[config.mk]
export PLATFORM = sky130hd
export DESIGN_NAME = cascade_sequencer
export DESIGN_NICKNAME = d
export VERILOG_FILES = /design/src/rtl/pic_pkg.sv /design/src/rtl/inta_timeout_counter.sv /design/src/rtl/cascade_sequencer.sv
export SDC_FILE = /design/constraint.sdc
export NUM_CORES = 1
export LEC_CHECK = 0
export ABC_AREA = 1
export CORE_MARGIN = 5
export CORE_UTILIZATION = 48
export CTS_CLUSTER_DIAMETER = 30
export DETAILED_ROUTE_END_ITERATION = 8
export PLACE_DENSITY_LB_ADDON = 0.05
export SETUP_SLACK_MARGIN = 0.2
export SYNTH_ARGS = -nofsm -noshare
export SYNTH_HDL_FRONTEND = slang
export SYNTH_SLANG_ARGS = --single-unit
export TNS_END_PERCENT = 20
[constraint.sdc]
create_clock -name clk -period 1.9 [get_ports clk]
set_input_delay 0.57 -clock clk [delete_from_list [all_inputs] [get_ports clk]]
set_output_delay 0.57 -clock clk [all_outputs]
set_load 0.01 [all_outputs]
[src/rtl/pic_pkg.sv]
// Shared types and constants for the PIC cascade logic.
//   seq_state_e    : INTA sequence state (IDLE, WAIT2, WAIT3)
//   VEC_PHASE_*    : byte index presented on the data bus for each INTA pulse
//   SPURIOUS_LVL   : all-ones level used when no interrupt was pending at pulse 1
//                    (slice to the CAS width in use)
//   PIC_CAS_W      : default CAS bus width
package pic_pkg;

  localparam int PIC_CAS_W = 3;

  typedef enum logic [1:0] {
    IDLE  = 2'd0,
    WAIT2 = 2'd1,
    WAIT3 = 2'd2
  } seq_state_e;

  localparam logic [1:0] VEC_PHASE_CALL = 2'd0;  // 8080 CALL opcode
  localparam logic [1:0] VEC_PHASE_LO   = 2'd1;  // vector / low address byte
  localparam logic [1:0] VEC_PHASE_HI   = 2'd2;  // high address byte

  localparam logic [31:0] SPURIOUS_LVL = '1;

endpackage

[src/rtl/inta_timeout_counter.sv]
// Watchdog for the gap between consecutive INTA pulses.
//   clk, reset : system clock, synchronous active-high reset
//   clear      : restart the count from zero (has priority over enable)
//   enable     : count one clock
//   expired    : count has reached TIMEOUT-1
module inta_timeout_counter #(
  parameter int TIMEOUT = 64,
  localparam int CW     = $clog2(TIMEOUT)
) (
  input  logic clk,
  input  logic reset,
  input  logic clear,
  input  logic enable,
  output logic expired
);

  logic [CW-1:0] cnt;

  always_ff @(posedge clk) begin
    if (reset)       cnt <= '0;
    else if (clear)  cnt <= '0;
    else if (enable) cnt <= cnt + CW'(1);
  end

  assign expired = (cnt == CW'(TIMEOUT - 1));

endmodule

[src/rtl/cascade_sequencer.sv]
// Cascade controller for the PIC: follows the INTA pulse train (2 pulses in
// 8086 mode, 3 in 8080 mode), freezes the acknowledged level, drives the CAS
// bus as master or decodes it as slave, and decides whether this device puts
// the vector on the data bus. Aborts a sequence that stalls between pulses.
//   clk, reset     : system clock, synchronous active-high reset
//   sp, sngl, upm  : master/slave, single/cascade, 8086/8080 (sampled at pulse 1)
//   icw3           : master slave-present bitmap / slave own ID in low bits
//   ir_level/valid : winning request from the priority resolver
//   inta           : one-cycle strobe per INTA pulse
//   cas_in         : sampled CAS bus (slave)
//   cas_out/cas_oe : CAS drive (master)
//   vec_oe/phase   : data-bus ownership and byte index, aligned with inta
//   ack_set/level  : ISR set request and the acknowledged level
//   busy           : sequence in progress
//   seq_error      : one-cycle pulse when a sequence is aborted by timeout
module cascade_sequencer
  import pic_pkg::*;
#(
  parameter int CAS_W   = PIC_CAS_W,
  parameter int TIMEOUT = 64,
  localparam int N_PORTS = 2 ** CAS_W
) (
  input  logic               clk,
  input  logic               reset,
  input  logic               sp,
  input  logic               sngl,
  input  logic               upm,
  input  logic [N_PORTS-1:0] icw3,
  input  logic [CAS_W-1:0]   ir_level,
  input  logic               ir_valid,
  input  logic               inta,
  input  logic [CAS_W-1:0]   cas_in,
  output logic [CAS_W-1:0]   cas_out,
  output logic               cas_oe,
  output logic               vec_oe,
  output logic [1:0]         vec_phase,
  output logic               ack_set,
  output logic [CAS_W-1:0]   ack_level,
  output logic               busy,
  output logic               seq_error
);

  localparam logic [CAS_W-1:0] SPUR = SPURIOUS_LVL[CAS_W-1:0];

  seq_state_e state, state_n;

  logic [CAS_W-1:0] lvl_q, lvl_n;
  logic [CAS_W-1:0] cas_out_q, cas_out_n;
  logic [CAS_W-1:0] id_q, id_n;
  logic             casc_q, casc_n;
  logic             cas_oe_q, cas_oe_n;
  logic             sel_q, sel_n;
  logic             sp_q, sp_n;
  logic             sngl_q, sngl_n;
  logic             upm_q, upm_n;
  logic             ack_set_q, ack_set_n;
  logic             seq_error_q, seq_error_n;
  logic             sel_now;
  logic             expired;

  // Pulse-1 decisions, taken from live inputs.
  logic [CAS_W-1:0] p1_lvl;
  logic             p1_casc;
  assign p1_lvl  = ir_valid ? ir_level : SPUR;
  assign p1_casc = sp & ~sngl & ir_valid & icw3[p1_lvl];

  assign busy = (state != IDLE);

  // Restart on every pulse and whenever idle so each gap is timed from zero.
  inta_timeout_counter #(.TIMEOUT(TIMEOUT)) u_tmo (
    .clk    (clk),
    .reset  (reset),
    .clear  (inta | ~busy | expired),
    .enable (busy),
    .expired(expired)
  );

  always_ff @(posedge clk) begin
    if (reset) state <= IDLE;
    else       state <= state_n;
  end

  always_ff @(posedge clk) begin
    if (reset) begin
      lvl_q       <= SPUR;
      cas_out_q   <= SPUR;
      id_q        <= '0;
      casc_q      <= 1'b0;
      cas_oe_q    <= 1'b0;
      sel_q       <= 1'b0;
      sp_q        <= 1'b0;
      sngl_q      <= 1'b0;
      upm_q       <= 1'b0;
      ack_set_q   <= 1'b0;
      seq_error_q <= 1'b0;
    end else begin
      lvl_q       <= lvl_n;
      cas_out_q   <= cas_out_n;
      id_q        <= id_n;
      casc_q      <= casc_n;
      cas_oe_q    <= cas_oe_n;
      sel_q       <= sel_n;
      sp_q        <= sp_n;
      sngl_q      <= sngl_n;
      upm_q       <= upm_n;
      ack_set_q   <= ack_set_n;
      seq_error_q <= seq_error_n;
    end
  end

  always_comb begin
    state_n     = state;
    lvl_n       = lvl_q;
    cas_out_n   = cas_out_q;
    id_n        = id_q;
    casc_n      = casc_q;
    cas_oe_n    = cas_oe_q;
    sel_n       = sel_q;
    sp_n        = sp_q;
    sngl_n      = sngl_q;
    upm_n       = upm_q;
    ack_set_n   = 1'b0;
    seq_error_n = 1'b0;
    vec_oe      = 1'b0;
    vec_phase   = VEC_PHASE_CALL;
    sel_now     = 1'b0;

    unique case (state)
      IDLE: begin
        if (inta) begin
          lvl_n  = p1_lvl;
          casc_n = p1_casc;
          sel_n  = 1'b0;
          sp_n   = sp;
          sngl_n = sngl;
          upm_n  = upm;
          id_n   = icw3[CAS_W-1:0];
          if (sp) begin
            cas_out_n = p1_lvl;
            cas_oe_n  = p1_casc;
            ack_set_n = ir_valid;
          end
          // Only the master answers pulse 1, and only with the 8080 CALL byte.
          vec_oe    = sp & ~upm;
          vec_phase = VEC_PHASE_CALL;
          state_n   = WAIT2;
        end
      end

      WAIT2: begin
        if (inta) begin
          // Master supplies the vector unless a slave owns this level.
          sel_now   = sp_q ? ~casc_q : (~sngl_q & (cas_in == id_q));
          sel_n     = sel_now;
          vec_oe    = sel_now;
          vec_phase = VEC_PHASE_LO;
          // A slave learns it was picked only now, so it acknowledges here.
          if (~sp_q & sel_now & ir_valid) begin
            lvl_n     = ir_level;
            ack_set_n = 1'b1;
          end
          if (upm_q) begin
            state_n  = IDLE;
            cas_oe_n = 1'b0;
          end else begin
            state_n  = WAIT3;
          end
        end else if (expired) begin
          state_n     = IDLE;
          cas_oe_n    = 1'b0;
          seq_error_n = 1'b1;
        end
      end

      WAIT3: begin
        if (inta) begin
          vec_oe    = sel_q;
          vec_phase = VEC_PHASE_HI;
          state_n   = IDLE;
          cas_oe_n  = 1'b0;
        end else if (expired) begin
          state_n     = IDLE;
          cas_oe_n    = 1'b0;
          seq_error_n = 1'b1;
        end
      end

      default: state_n = IDLE;
    endcase
  end

  assign cas_out   = cas_out_q;
  assign cas_oe    = cas_oe_q;
  assign ack_set   = ack_set_q;
  assign ack_level = lvl_q;
  assign seq_error = seq_error_q;

endmodule

# Word level (Yosys, flattened, before mapping)
# Index checks and enable logic that the tools add are counted.
[op_classes]
bitwise = 16
mux = 37
n_lt_le_gt_ge = 1
n_addsub = 1
reduce_logical = 12
n_eq_ne = 9
[op_table]
columns = ["cell", "n"]
rows = [
  ["$mux 1", 19],
  ["$mux 2", 6],
  ["$mux 3", 4],
  ["$ne 2x2->1 const B", 4],
  ["$reduce_and 4->1", 2],
  ["$and 1x1->1", 7],
  ["$not 1->1", 7],
  ["$add 6x1->6 const B", 1],
  ["$eq 6x6->1 const B", 1],
  ["$pmux 1 s3", 2],
  ["$pmux 2 s3", 1],
  ["$pmux 3 s2", 1],
  ["$reduce_and 3->1", 2],
  ["$lt 3x4->1 const B", 1],
  ["$pmux 1 s2", 2],
  ["$pmux 2 s2", 1],
  ["$reduce_bool 2->1", 2],
  ["$reduce_or 2->1", 2],
  ["$bmux 1 s3", 1],
  ["$eq 3x3->1", 1],
  ["$ne 3x3->1 const B", 1],
  ["$reduce_bool 3->1", 1],
  ["$reduce_or 3->1", 1],
  ["$eq 2x1->1 const B", 1],
  ["4 further kinds", 5],
]
[totals]
regBits = 25
elab_cells = 89
out_inout_bits = 13
inputBits = 21

# Depth between registers and ports, before layout
# Gate-level depths: netlist of the first run.
[logic_depth]
depth_word = 8
ltp_mapped = 9
ltp_nobuf = 9

# By module
# Synthesis of the first run repeated with hierarchy kept, for this count alone.
[hier_totals]
cells_unflattened = 201
area_unflattened_um2 = 1360.1
[modules_own_cells]
columns = ["module", "n_inst", "cells_per_inst", "area_each_um2", "seq_area_each_um2"]
rows = [
  ["cascade_sequencer", 1, 164, 1092.3, 380.4],
  ["inta_timeout_counter", 1, 37, 267.8, 120.1],
]

# Worst setup path after synthesis of the first run
# No wires, ideal clock.
[synth_timing]
kind = "input port to output port"
startpoint = "input port cas_in[1]"
endpoint = "output port vec_oe"
path_buffers = 0
path_slack_ns = 0.114
arrival_time_ns = 1.216
cell_stages = 6
required_ns = 1.330
path_cell_list = "xor2_1 > nor2_1 > nand2_1 > o21ai_0 > nand2_1 > a21oi_1"
[synth_between]
elab_chain_len = 5
[synth_lines]
columns = ["element", "line", "text"]
rows = [
  ["start, declared", "cascade_sequencer.sv:32", "input logic [CAS_W-1:0] cas_in,"],
  ["$eq 3x3->1", "cascade_sequencer.sv:153", "sel_now = sp_q ? ~casc_q : (~sngl_q & (cas_in == id_q));"],
  ["$and 1x1->1", "cascade_sequencer.sv:153", ""],
  ["$mux 1", "cascade_sequencer.sv:153", ""],
  ["$mux 1", "cascade_sequencer.sv:151", "if (inta) begin"],
  ["$pmux 1 s3", "cascade_sequencer.sv:128", "unique case (state)"],
  ["end, declared", "cascade_sequencer.sv:35", "output logic vec_oe,"],
]
# No other way between the ends.

# Worst setup path in the final report of the first run
[layout_timing]
startpoint = "register sp_q"
endpoint = "output port vec_oe"
[layout_between]
elab_chain_len = 3
[layout_lines]
columns = ["element", "line", "text"]
rows = [
  ["start, declared", "cascade_sequencer.sv:53", "logic sp_q, sp_n;"],
  ["start signal, assigned", "cascade_sequencer.sv:103", "sp_q <= sp_n;"],
  ["$mux 1", "cascade_sequencer.sv:153", ""],
  ["$mux 1", "cascade_sequencer.sv:151", ""],
  ["$pmux 1 s3", "cascade_sequencer.sv:128", ""],
]
# No other way between the ends.

==> results.toml, run 1 <==
[timing]
fin_crit_ns = 2.091
slew_violations = 0
hold_viol_final = 0
worstMarginPinSlew_ns = 0.2730
grt_setup_unrepaired = "true"
post-route-period-util = 1.101
fmax_mhz = 478.2
fin_skew_ns = 0.004119
max_slew_margin = 0.8178
setup_slack_ns = -0.1912
setup_viol_count_final = 2

[synth]
yosys_warnings = 0
synth.most_common_cell = "nand2_1"
synth-seq-cells = 25
yosys-top-cells-area = "dfxtp_1 38%, nand2_1 12%, nand3_1 7.3%"
netlist_area_mm2 = 0.001306
synthFlopType = "dfxtp_1"
synth.distinct_cells = 21
synth.yosys.seq_area_share = 0.3831
async_flop_share = 0
syn_avg_cell_area_um2 = 6.839
synth_edf_count = 0
synth_top_area_frac = 0.3831
ys_top_cells_by_count = "41 x nand2_1, 25 x dfxtp_1, 23 x inv_1, 22 x nor2_1, 19 x nand3_1"
yosysTopAreaCell = "dfxtp_1"
synth_cells = 191
synth.net_count = 217

[routing]
top_layer = "met4"
drt_first_pass_iters = 4
drcViolationCount = 0
routed_wl_um = 3636
num_vias = 1453
route.met2.wl_um = 1766
drt-vias-per-instance = 5.010
drt_first_iter_violations = 48
drtAntennaViolNets = 0
avgRoutedWirePerCell_um = 12.54
drt-met1-wl_um = 1647
wl_met3_um = 170

[clock_network]
cts-root-buf = "clkbuf_4"
insertion_delay_ns = 0.32
clk_pin_slew_worst_paths_ns = 0.13
cts.sinks = 25
htreeDepth = 1
ctsHoldBuffers = 0
cts_buffer_depth = 2
cts_tree = "yes"
cts_buffers = 3

[outcome]
violations = "setup timing"
status = "finished with violations"

[power_and_ir_drop]
seqPwrFrac = 0.485
p_leak_uw = 0.0009288
p_sw_uw = 356.8
peakVddDrop_uv = 464.9
internal-power_uw = 824.8
p_clk_frac = 0.204
combPwrFrac = 0.311
p_per_area_mw_per_mm2 = 598.5
swShare = 0.3019

[grt]
grt_pass1_wl_um = 6354
antenna_found_initial = 0
grt_pass1_vias = 1455
grt_overflow_total = 0
grt_use_total = 0.1946
grt_max_degree = 14

[worst_setup_path]
critPathLaunchType = "flip-flop"
cp_data_required_time_ns = 1.33
path_class = "reg -> out"
path_max_fanout = 2
arrival_ns = 1.52
endpoint_kind = "output port"

[run]
cap_violations = 0

[die]
initial_core_util = 0.4863
row_count = 19
die_w_um = 62.17
dieArea_mm2 = 0.003864
num_io_pins = 34
die_h_um = 62.17
core_mm2 = 0.002686

[final_layout]
ff_latch_area_um2 = 506.7
syn_to_final_growth_pct = 51.15
fill_cells = 216
nets = 286
stdcell_count = 290
n_antenna_cell = 0
drive_gt1_frac = 0.2664
multi_input_area_um2 = 750.7

[placed_design]
routabilityCongestion = 0.9163
dpl.hpwl_um = 2730
port-buffer-count = 33
dpl.cell_count = 283
pre_cts_ws_ns = -0.9710

[min_path]
hold_path.class = "reg -> reg"
## path summary, 6_finish.rpt
path	end	slack (ns)	depth (start not counted)	start
worst max-delay path	vec_oe	-0.19	8	sp_q
worst min-delay path	u_tmo.cnt[0]	0.46	1	u_tmo.cnt[0]
worst max register to register	state[1]	0.41	9	state[1]
worst min register to register	u_tmo.cnt[0]	0.46	1	u_tmo.cnt[0]
## critical path: stages (launching register included)
cell and delay, ns:
dfxtp_2 0.35, nor2_2 0.10, o21ai_1 0.07, nor2_1 0.14
nand2_1 0.07, o21ai_1 0.10, nand2_1 0.11, a21oi_2 0.13
buf_2 0.14
## power groups by stage
stage / combinational, µW / sequential [µW] / clock (µW)
after floorplan: 161 / 589 / 0
after global placement: 353 / 582 / 0
after detailed placement: 357 / 583 / 0
after CTS: 362 / 574 / 246
after global routing: 409 / 578 / 276
final: 368 / 573 / 241
## area by class of cell
type                    instances  area share
multi-input cells             138      0.3802
inverters                      24     0.04563
repair buffers                 68      0.2845
well taps                      31     0.01965
flip-flops and latches         25      0.2567
clock buffers                   4     0.01331
## registers in the layout, summed over array words and instances (netlist names), 2 cells and up
register / cells
state: 2
u_tmo.cnt: 6
ack_level: 3
cas_out: 3
id_q: 3
## cell usage in the layout (no fill, tap or decap), types with 2 or more instances in the layout
master,synthesis,final
ha_1,5,2
o21ai_1,0,3
inv_1,23,17
nor3_2,1,2
buf_2,4,6
o21ai_0,13,10
a21oi_1,17,15
xor2_1,2,2
dfxtp_1,25,20
nand4_1,5,5
nor3_1,4,3
nand2_4,2,2
nand3_1,19,19
buf_6,0,4
nor2_1,22,21
clkbuf_4,0,3
buf_4,0,32
dfxtp_2,0,5
ha_4,0,3
o211ai_1,2,2
clkdlybuf4s50_1,0,15
inv_2,1,7
dlygate4sd2_1,0,11
a21oi_2,0,2
nand2_1,41,40
## kinds of logic (layout without fill, tap and decap cells)
logic type,count (synthesis),in the layout,synth area share
AND/OR/NAND/NOR,97,97,0.3324
AO/OA/AOI/OAI,33,33,0.1322
buffers and inverters,28,96,0.08429
flip-flops,25,25,0.3831
adder cells (fa/ha/maj),5,5,0.04789
XOR/XNOR,3,3,0.02012
## metrics by stage
step / total power [µW] / cell area (µm²) / TNS, ns / utilization / hold WS (ns)
floorplan: 749.4 / 1310 / 0 / - / 0.4180
global placement: 934.7 / 1899 / -2.589 / 0.7070 / 0.4294
detailed placement: 940.4 / 1899 / -2.921 / 0.7070 / 0.4356
CTS: 1182 / 1958 / -0.1901 / 0.7289 / 0.4593
global route: 1263 / 1974 / -0.4622 / 0.7350 / 0.4815
finish: 1182 / 1974 / -0.1995 / 0.7350 / 0.4602
## metal layers
layer / up-vias / GRT usage
li1: 761 / -
met3: 5 / 0.03604
met1: 653 / 0.2235
met5: - / 0
met2: 34 / 0.3459
met4: 0 / 0.08401
## what timing repair did
action | 4_1_cts | 5_1_grt
buffers inserted | 2 | 1
endpoints found under the setup margin | 16 | 4
pin swaps | 11 | 5
gates resized for setup | 62 | 4
(Power assumes the default switching activity.)
==> run 2, diff against run 1 <==
GPL_TIMING_DRIVEN = 1   (was unset)
==> results of run 2 <==
The final DEF is identical to that of run 1; final timing and power are the same.
